### src/rtl/hdlc_line_monitor.sv
// Multi-channel HDLC serial-line monitor: flag/abort/idle detection, destuffed frame sizing, per-channel statistics.
// Latency: FlagDetect/AbortDetect/FrameEnd/FrameErr/IdleLine are registered 1 cycle after the sampled bit; register reads return 1 cycle after ReadEnable.
// Backpressure: none; a bit is consumed on every cycle its RxEN is high. Optional FCS check is enabled by defining HDLC_MON_FCS_EN.
module hdlc_line_monitor #(
  parameter int NUM_CH          = 2,
  parameter int MAX_FRAME_BYTES = 128,
  parameter int CNT_W           = 16
) (
  input  logic                      Clk,
  input  logic                      Rst,
  input  logic [NUM_CH-1:0]         Rx,
  input  logic [NUM_CH-1:0]         RxEN,
  input  logic [$clog2(NUM_CH)+1:0] Address,
  input  logic                      ReadEnable,
  input  logic                      WriteEnable,
  output logic [CNT_W-1:0]          DataOut,
  output logic [NUM_CH-1:0]         FlagDetect,
  output logic [NUM_CH-1:0]         AbortDetect,
  output logic [NUM_CH-1:0]         IdleLine,
  output logic [NUM_CH-1:0]         FrameEnd,
  output logic [NUM_CH-1:0]         FrameErr
);

  localparam int          ADDR_W = $clog2(NUM_CH) + 2;
  localparam logic [10:0] MAX_B  = 11'(MAX_FRAME_BYTES);
  localparam logic [10:0] SAT_B  = 11'(MAX_FRAME_BYTES + 1);

  typedef enum logic {HUNT, FRAME} state_t;

`ifdef HDLC_MON_FCS_EN
  // One step of the reflected CRC-16-CCITT (poly 0x8408).
  function automatic logic [15:0] crc_bit(input logic [15:0] c, input logic d);
    crc_bit = (c >> 1) ^ ((c[0] ^ d) ? 16'h8408 : 16'h0000);
  endfunction
`endif

  // Per-channel frame events consumed by the statistics block
  logic [NUM_CH-1:0] w_ev_ok;
  logic [NUM_CH-1:0] w_ev_err;
  logic [NUM_CH-1:0] w_ev_abt;
  logic [10:0]       w_ev_size [NUM_CH];

  for (genvar gi = 0; gi < NUM_CH; gi++) begin : g_ch
    state_t      r_state, w_state_nxt;
    logic [3:0]  r_ones, w_ones_nxt;
    logic        r_seen_zero, w_seen_zero_nxt;
    logic [10:0] r_b, w_b_nxt, w_b_inc, w_p, w_pbytes, w_size;
    logic        r_idle, w_idle_nxt;
    logic        r_flag, r_abort, r_fend, r_ferr;
    logic        w_flag, w_abort, w_close, w_close_err, w_counted, w_abt_frame;

    assign w_b_inc  = (r_b == 11'h7FF) ? r_b : r_b + 11'd1;
    // Payload bits exclude the first 7 bits of the closing flag
    assign w_p      = r_b - 11'd7;
    assign w_pbytes = {3'b000, w_p[10:3]};
    assign w_size   = (w_pbytes > MAX_B) ? SAT_B : w_pbytes;

`ifdef HDLC_MON_FCS_EN
    logic [15:0] r_crc, w_crc_step, w_crc_nxt;
    logic [7:0]  r_dly, w_dly_nxt;
    logic [3:0]  r_dcnt, w_dcnt_nxt;
    logic        w_fcs_bad;

    // CRC over destuffed bits delayed by 8, so the closing flag never reaches the CRC
    always_comb begin
      w_crc_step = r_crc;
      w_dly_nxt  = r_dly;
      w_dcnt_nxt = r_dcnt;
      if (w_counted || (w_flag && r_state == FRAME)) begin
        w_dly_nxt = {r_dly[6:0], Rx[gi]};
        if (r_dcnt == 4'd8) w_crc_step = crc_bit(r_crc, r_dly[7]);
        else                w_dcnt_nxt = r_dcnt + 4'd1;
      end
      w_crc_nxt = w_crc_step;
      if (w_flag) begin
        w_crc_nxt  = 16'hFFFF;
        w_dly_nxt  = '0;
        w_dcnt_nxt = '0;
      end
    end

    assign w_fcs_bad   = (w_crc_step != 16'hF0B8) || (w_p < 11'd24);
    assign w_close_err = (w_p[2:0] != 3'd0) || (w_pbytes > MAX_B) || w_fcs_bad;

    // CRC state registers
    always_ff @(posedge Clk) begin
      if (!Rst) begin
        r_crc  <= 16'hFFFF;
        r_dly  <= '0;
        r_dcnt <= '0;
      end else begin
        r_crc  <= w_crc_nxt;
        r_dly  <= w_dly_nxt;
        r_dcnt <= w_dcnt_nxt;
      end
    end
`else
    assign w_close_err = (w_p[2:0] != 3'd0) || (w_pbytes > MAX_B);
`endif

    // Bit-step decode and HUNT/FRAME next state
    always_comb begin
      w_state_nxt     = r_state;
      w_ones_nxt      = r_ones;
      w_seen_zero_nxt = r_seen_zero;
      w_b_nxt         = r_b;
      w_idle_nxt      = r_idle;
      w_flag          = 1'b0;
      w_abort         = 1'b0;
      w_close         = 1'b0;
      w_counted       = 1'b0;
      w_abt_frame     = 1'b0;
      if (RxEN[gi]) begin
        if (Rx[gi]) begin
          w_ones_nxt = (r_ones == 4'd8) ? 4'd8 : r_ones + 4'd1;
          w_abort    = (r_ones == 4'd6) && r_seen_zero;
          if (r_ones == 4'd7) w_idle_nxt = 1'b1;
          if (r_state == FRAME) begin
            w_counted = 1'b1;
            if (w_abort) begin
              w_state_nxt = HUNT;
              w_abt_frame = 1'b1;
            end else if (r_ones == 4'd7) begin
              w_state_nxt = HUNT;
            end
          end
        end else begin
          w_ones_nxt      = 4'd0;
          w_seen_zero_nxt = 1'b1;
          w_idle_nxt      = 1'b0;
          if ((r_ones == 4'd6) && r_seen_zero) begin
            w_flag      = 1'b1;
            w_state_nxt = FRAME;
            // b<=7 means back-to-back or shared-zero flags: nothing to report
            w_close     = (r_state == FRAME) && (r_b > 11'd7);
          end else if ((r_state == FRAME) && (r_ones != 4'd5)) begin
            w_counted = 1'b1;
          end
        end
      end
      if (w_counted) w_b_nxt = w_b_inc;
      if (w_flag)    w_b_nxt = '0;
    end

    // Channel state and registered indications
    always_ff @(posedge Clk) begin
      if (!Rst) begin
        r_state     <= HUNT;
        r_ones      <= '0;
        r_seen_zero <= 1'b0;
        r_b         <= '0;
        r_idle      <= 1'b0;
        r_flag      <= 1'b0;
        r_abort     <= 1'b0;
        r_fend      <= 1'b0;
        r_ferr      <= 1'b0;
      end else begin
        r_state     <= w_state_nxt;
        r_ones      <= w_ones_nxt;
        r_seen_zero <= w_seen_zero_nxt;
        r_b         <= w_b_nxt;
        r_idle      <= w_idle_nxt;
        r_flag      <= w_flag;
        r_abort     <= w_abort;
        r_fend      <= w_close;
        r_ferr      <= w_close && w_close_err;
      end
    end

    assign w_ev_ok[gi]   = w_close && !w_close_err;
    assign w_ev_err[gi]  = w_close && w_close_err;
    assign w_ev_abt[gi]  = w_abt_frame;
    assign w_ev_size[gi] = w_size;

    assign FlagDetect[gi]  = r_flag;
    assign AbortDetect[gi] = r_abort;
    assign IdleLine[gi]    = r_idle;
    assign FrameEnd[gi]    = r_fend;
    assign FrameErr[gi]    = r_ferr;
  end

  logic [CNT_W-1:0]  r_stat [NUM_CH][4];
  logic [ADDR_W-1:0] w_ch_sel;
  logic [CNT_W-1:0]  w_rd_val;
  logic [CNT_W-1:0]  r_dout;

  assign w_ch_sel = Address >> 2;

  // Saturating statistics; a clear in the same cycle as an update wins
  always_ff @(posedge Clk) begin
    if (!Rst) begin
      for (int c = 0; c < NUM_CH; c++)
        for (int k = 0; k < 4; k++)
          r_stat[c][k] <= '0;
    end else begin
      for (int c = 0; c < NUM_CH; c++) begin
        if (w_ev_ok[c] && (r_stat[c][0] != '1))  r_stat[c][0] <= r_stat[c][0] + CNT_W'(1);
        if (w_ev_err[c] && (r_stat[c][1] != '1)) r_stat[c][1] <= r_stat[c][1] + CNT_W'(1);
        if (w_ev_abt[c] && (r_stat[c][2] != '1)) r_stat[c][2] <= r_stat[c][2] + CNT_W'(1);
        if (w_ev_ok[c] || w_ev_err[c])           r_stat[c][3] <= CNT_W'(w_ev_size[c]);
        for (int k = 0; k < 4; k++)
          if (WriteEnable && (w_ch_sel == ADDR_W'(c)) && (Address[1:0] == 2'(k)))
            r_stat[c][k] <= '0;
      end
    end
  end

  // Read mux; unpopulated channel slots read as zero
  always_comb begin
    w_rd_val = '0;
    for (int c = 0; c < NUM_CH; c++)
      if (w_ch_sel == ADDR_W'(c)) w_rd_val = r_stat[c][Address[1:0]];
  end

  // Read data register samples pre-clear contents and holds until the next read
  always_ff @(posedge Clk) begin
    if (!Rst)            r_dout <= '0;
    else if (ReadEnable) r_dout <= w_rd_val;
  end

  assign DataOut = r_dout;

endmodule

### config.mk
export PLATFORM = sky130hd
export DESIGN_NAME = hdlc_line_monitor
export DESIGN_NICKNAME = d
export VERILOG_FILES = /design/src/rtl/hdlc_line_monitor.sv
export SDC_FILE = /design/constraint.sdc
export NUM_CORES = 1
export LEC_CHECK = 0
export CAP_MARGIN = 20
export CORE_MARGIN = 10
export CORE_UTILIZATION = 30
export DETAILED_ROUTE_END_ITERATION = 16
export GPL_TIMING_DRIVEN = 0
export MAX_ROUTING_LAYER = met4
export PLACE_DENSITY = 0.51
export SYNTH_ARGS = -nofsm -noshare
export SYNTH_HDL_FRONTEND = slang
export SYNTH_SLANG_ARGS = --single-unit
### constraint.sdc
create_clock -name Clk -period 6.77 [get_ports Clk]
set_clock_uncertainty 0.15 [all_clocks]
set_input_delay 1.354 -clock Clk [delete_from_list [all_inputs] [get_ports Clk]]
set_output_delay 1.354 -clock Clk [all_outputs]
set_load 0.01 [all_outputs]
=== Word level (Yosys, flattened, before mapping) ===
Memory sizes are Yosys's and may differ from the RTL's.
Cells that the tools add are included.

* Multiplexer cells: 121
* Add/subtract/negate cells: 12
* Magnitude comparators: 5
* Bitwise operators: 22
* Reductions and logical operators: 50
* Equal/unequal tests: 21

{| class="wikitable"
|+ Operator list
! cell !! number
|-
| two-way mux 16 bit || 18
|-
| adder 16 x 1 -> 16 bit (second input constant) || 6
|-
| != test 16 bit (second input constant) || 6
|-
| two-way mux 1 bit || 91
|-
| binary-select mux 16 bit (select 2 bit) || 2
|-
| two-way mux 8 bit || 6
|-
| logical AND 1 bit || 26
|-
| adder 11 x 1 -> 11 bit (second input constant) || 2
|-
| == test 11 bit (second input constant) || 2
|-
| greater-than comparator 11 x 3 -> 1 bit (second input constant) || 2
|-
| subtractor 11 x 3 -> 11 bit (second input constant) || 2
|-
| == test 4 x 3 -> 1 bit (second input constant) || 4
|-
| greater-than comparator 8 bit (second input constant) || 2
|-
| two-way mux 4 bit || 4
|-
| OR 1 bit || 16
|-
| AND reduction 2 bit || 8
|-
| adder 4 x 1 -> 4 bit (second input constant) || 2
|-
| == test 4 bit (second input constant) || 2
|-
| != test 4 x 3 -> 1 bit (second input constant) || 2
|-
| AND reduction 3 bit || 2
|-
| nonzero test 3 bit || 2
|-
| NOT 1 bit || 5
|-
| == test 2 bit (second input constant) || 2
|-
| logical OR 1 bit || 4
|-
| other kinds (9) || 13
|}

* Memories kept: 1
* Register bits after elaboration: 60
* Input bits: 11
* Logic and storage cells: 251
* Bits in writable memories: 112

{| class="wikitable"
|+ Memory list
! memory !! words !! width !! rd ports !! clocked after Yosys merged registers in !! write ports !! RTL line !! RTL
|-
| r_stat || 2 || 56 || 2 || 0 || 2 || 182 || <nowiki>logic [CNT_W-1:0] r_stat [NUM_CH][4];</nowiki>
|}

=== Logic depth before layout (Yosys ltp) ===
* Depth after elaboration: 12
* Gate-level depth with buffers: 12
* Gate-level depth less buffers: 10

=== Worst setup path after synthesis ===
OpenSTA, ideal clock, no wires.

* Path kind: input port to flip-flop
* From: input Rst
* To: memory r_stat[1][24] (netlist name) (enable)
* Arrival: 3.321 ns
* Setup time: 0.411 ns
* Stages on the path: 6
* Path slack: 2.887 ns
* Path buffers: 0
* Path through: inv_1 > nor4_1 > o311ai_2 > inv_2 > nand2_1 > o21ai_0

{| class="wikitable"
|+ RTL lines
! item !! RTL line !! RTL
|-
| start: declaration || 10 || <nowiki>input logic Rst,</nowiki>
|-
| end: declaration || 182 ||
|}

==> impl_metrics.toml <==
[logic_synthesis]
synth_warnings = 0
synth-seq-cells = 172
async_reset_ff_share_pct = 0
synth-main-ff-cell = "sky130_fd_sc_hd__edfxtp_1"
yosys-mux-area-fraction_pct = 7.61
synth_cell_type_count = 69
synth_nets = 1023
synth_fa_ha_area_share_pct = 2.35
ys_seq_area_share_pct = 45.9
synthesis.area_per_instance_sq_um = 9.66
netlist_instances = 994
synth_top_family_by_area = "simple AND/OR/NAND/NOR gates"
count_of_flip_flops_with_a_built_in_enable_after_synthesis = 96
synth-simple-area-share_pct = 21.8
synth-xor-area-share_pct = 9.58
synth_area_in_compound_gates_pct = 8.76
mappedNetlistArea_sq_um = 9600

[power_and_ir_drop]
pd_cells_nw_per_um2 = 212
vdd_drop_max_uv = 162
cellLeakagePower_nw = 3.90

[sta]
timing.final.max_slew_violations = 0
grt_setup_unrepaired = "false"
hold_viol = 0
tns_setup_ps = 0
hold-worst-slack_ps = 348
worst_pin_slew_ps = 923
max_freq_mhz = 222
ratio_of_final_minimum_period_to_clock_period_pct = 66.4
maxSlewHeadroom_pct = 38.2
period_needed_ps = 4490
setup_viol = 0

[finish]
layout.cells.most_common = "sky130_fd_sc_hd__nor2_1"
postLayoutCoreUtil_pct = 34.9
final_cell_mix = "sky130_fd_sc_hd__nor2_1, sky130_fd_sc_hd__edfxtp_1, sky130_fd_sc_hd__dfxtp_1"
final_nets = 1075
synthToLayoutAreaGrowth_pct = 14.8
layout-drive-gt1-share_pct = 8.50

[die]
die_width_microns = 199
start_util_pct = 30.4
floorplan.io_pins = 37
rows = 65
die_h_microns = 199
core_region_area_sq_um = 31600
total_die_area_sq_um = 39600

[critical_path]
path_cells = "clkdlybuf4s50_1 > nor2b_1 > nand4_1 > nor3_1 > o211ai_1 > inv_1 > nand4_1 > nand3_1"
critical-path-top-cell-by-count = "sky130_fd_sc_hd__nand4_1"
critical_path_arrival_ps = 4390
timing.critical_path.from_type = "input pin"
critical_path.max_stage_delay_ps = 760
setup.worst_path.class = "in2reg"
critical_path.endpoint_type = "flip-flop"
critical-path-slowest-cell = "sky130_fd_sc_hd__nand3_1"
critPathRequiredTime_ps = 6670
worstPathMaxFanout = 16

[clock_network]
ctsLongestPathBuffers = 2
cts.repair.resized = 0
htreeDepth = 4
worst_skew_pair.late_latency_ps = 430
cts.root.buffer_cell = "sky130_fd_sc_hd__clkbuf_16"
cts.clk_slew.worst_paths_ps = 70
clock_tree_from_tritoncts = "done"
clock-sinks = 172
cts_buffers = 17
cts_setup_buffers = 0
post_cts_hold_buffer_count = 0

[flow_run]
number_of_maximum_capacitance_violations = 0

[drt]
route.detailed.vias_per_inst = 4.95
drtPass1Iterations = 5
drc_errors = 0
postRouteAntennaNets = 0
detailroute.via_count = 7238
route.final.wire_length_microns = 23900
detail_route.wl_per_cell_microns = 16.4
drt-initial-drc-count = 523

[grt]
grt_max_degree = 17
vias_in_the_first_global_route = 6989
antenna_found_initial = 1
gr-total-overflow = 0
wire_length_of_the_first_global_routing_pass_microns = 38900
grt_use_total_pct = 12.8

[placed_design]
portBuffers = 33
detailedPlacementHpwl_microns = 17900
gp_routability_congestion = 0.819

[min_path]
worst_hold_path_type = "reg2reg"

[outcome]
result_of_the_run = "finished clean"
cell families after synthesis:
family                     Yosys count
AOI/OAI and AO/OA                  118
xor gates and xnor gates           105
muxes                               53
and+or+nand+nor                    440
DFF                                172
adders and majority gates           18
buffers and inverters               88
report_power, final:
group	internal [mW]	switching [mW]
sequential	1.14	0.0422
clock	0.540	0.435
combinational	0.0735	0.102
layout make-up:
cell class | instances | area [sq um]
antenna | 1 | 2.50
buffer | 56 | 270
clock buffer | 22 | 508
clock inverter | 10 | 77.6
fill | 3261 | 20500
inverter | 32 | 120
multi-input combinational | 734 | 4810
sequential | 172 | 4400
tap | 402 | 503
timing repair buffer | 33 | 330
critical path: cells and delay by family:
| kind | cells | cell delay (ps) |
|---|---|---|
| buffers and inverters | 2 | 760 |
| AOI/OAI and AO/OA | 1 | 260 |
| and+or+nand+nor | 5 | 1990 |
sequential cells by signal, indices dropped and copies added, names as in the netlist:
register / count
g_ch.r_fend: 2
g_ch.r_ones: 8
g_ch.r_abort: 2
g_ch.r_seen_zero: 2
g_ch.r_state: 2
r_stat: 112
DataOut: 16
g_ch.r_flag: 2
g_ch.r_b: 22
g_ch.r_idle: 2
g_ch.r_ferr: 2
metrics by stage:
step           cells  total power, mW  setup slack [ps]  area (sq um)
2_1_floorplan    994             1.31              2890          9600
3_3_place_gp    1429             1.38              1020         10400
3_5_place_dp    1429             1.39              1740         10400
4_1_cts         1461             2.36              2200         11000
5_1_grt         1462             2.42              1920         11000
6_report        1462             2.34              2280         11000
Yosys cell counts, types with 6 or more instances:
| library cell | instances | share of area [%] |
|---|---|---|
| sky130_fd_sc_hd__nor2_1 | 200 | 7.8 |
| sky130_fd_sc_hd__edfxtp_1 | 96 | 30 |
| sky130_fd_sc_hd__dfxtp_1 | 76 | 16 |
| sky130_fd_sc_hd__nand3_1 | 64 | 3.3 |
| sky130_fd_sc_hd__nand2_1 | 60 | 2.3 |
| sky130_fd_sc_hd__xnor2_1 | 54 | 4.9 |
| sky130_fd_sc_hd__xor2_1 | 51 | 4.7 |
| sky130_fd_sc_hd__a21oi_1 | 45 | 2.3 |
| sky130_fd_sc_hd__mux2i_1 | 37 | 3.9 |
| sky130_fd_sc_hd__clkbuf_1 | 33 | 1.3 |
| sky130_fd_sc_hd__inv_1 | 31 | 1.2 |
| sky130_fd_sc_hd__and3_1 | 27 | 1.8 |
| sky130_fd_sc_hd__a211oi_1 | 18 | 1.4 |
| sky130_fd_sc_hd__ha_1 | 18 | 2.3 |
| sky130_fd_sc_hd__nor3_1 | 17 | 0.89 |
| sky130_fd_sc_hd__mux4_2 | 16 | 3.8 |
| sky130_fd_sc_hd__o21ai_0 | 16 | 0.83 |
| sky130_fd_sc_hd__nand4_1 | 15 | 0.98 |
| sky130_fd_sc_hd__buf_4 | 10 | 0.78 |
| sky130_fd_sc_hd__or3_1 | 7 | 0.46 |
| sky130_fd_sc_hd__buf_2 | 6 | 0.31 |
worst paths after layout:
path | startpoint | to | slack, ps | cells past startpoint
setup reg to reg | g_ch[0].r_b[5] | r_stat[0][51] | 3270 | 8
hold / removal | g_ch[1].r_idle | g_ch[1].r_idle | 350 | 1
setup / recovery | RxEN[0] | r_stat[0][51] | 2280 | 8
hold reg to reg | g_ch[1].r_idle | g_ch[1].r_idle | 350 | 1
metal layers:
layer | track usage (%) | part of all wire (%) | vias up
met2 | 18.0 | 43 | 127
met3 | 2.23 | 5.0 | 19
met4 | 3.39 | 1.3 | 0
li1 | - | - | 3623
met1 | 18.5 | 51 | 3469
met5 | - | 0 | -
Power figures use the tool's default switching activity.
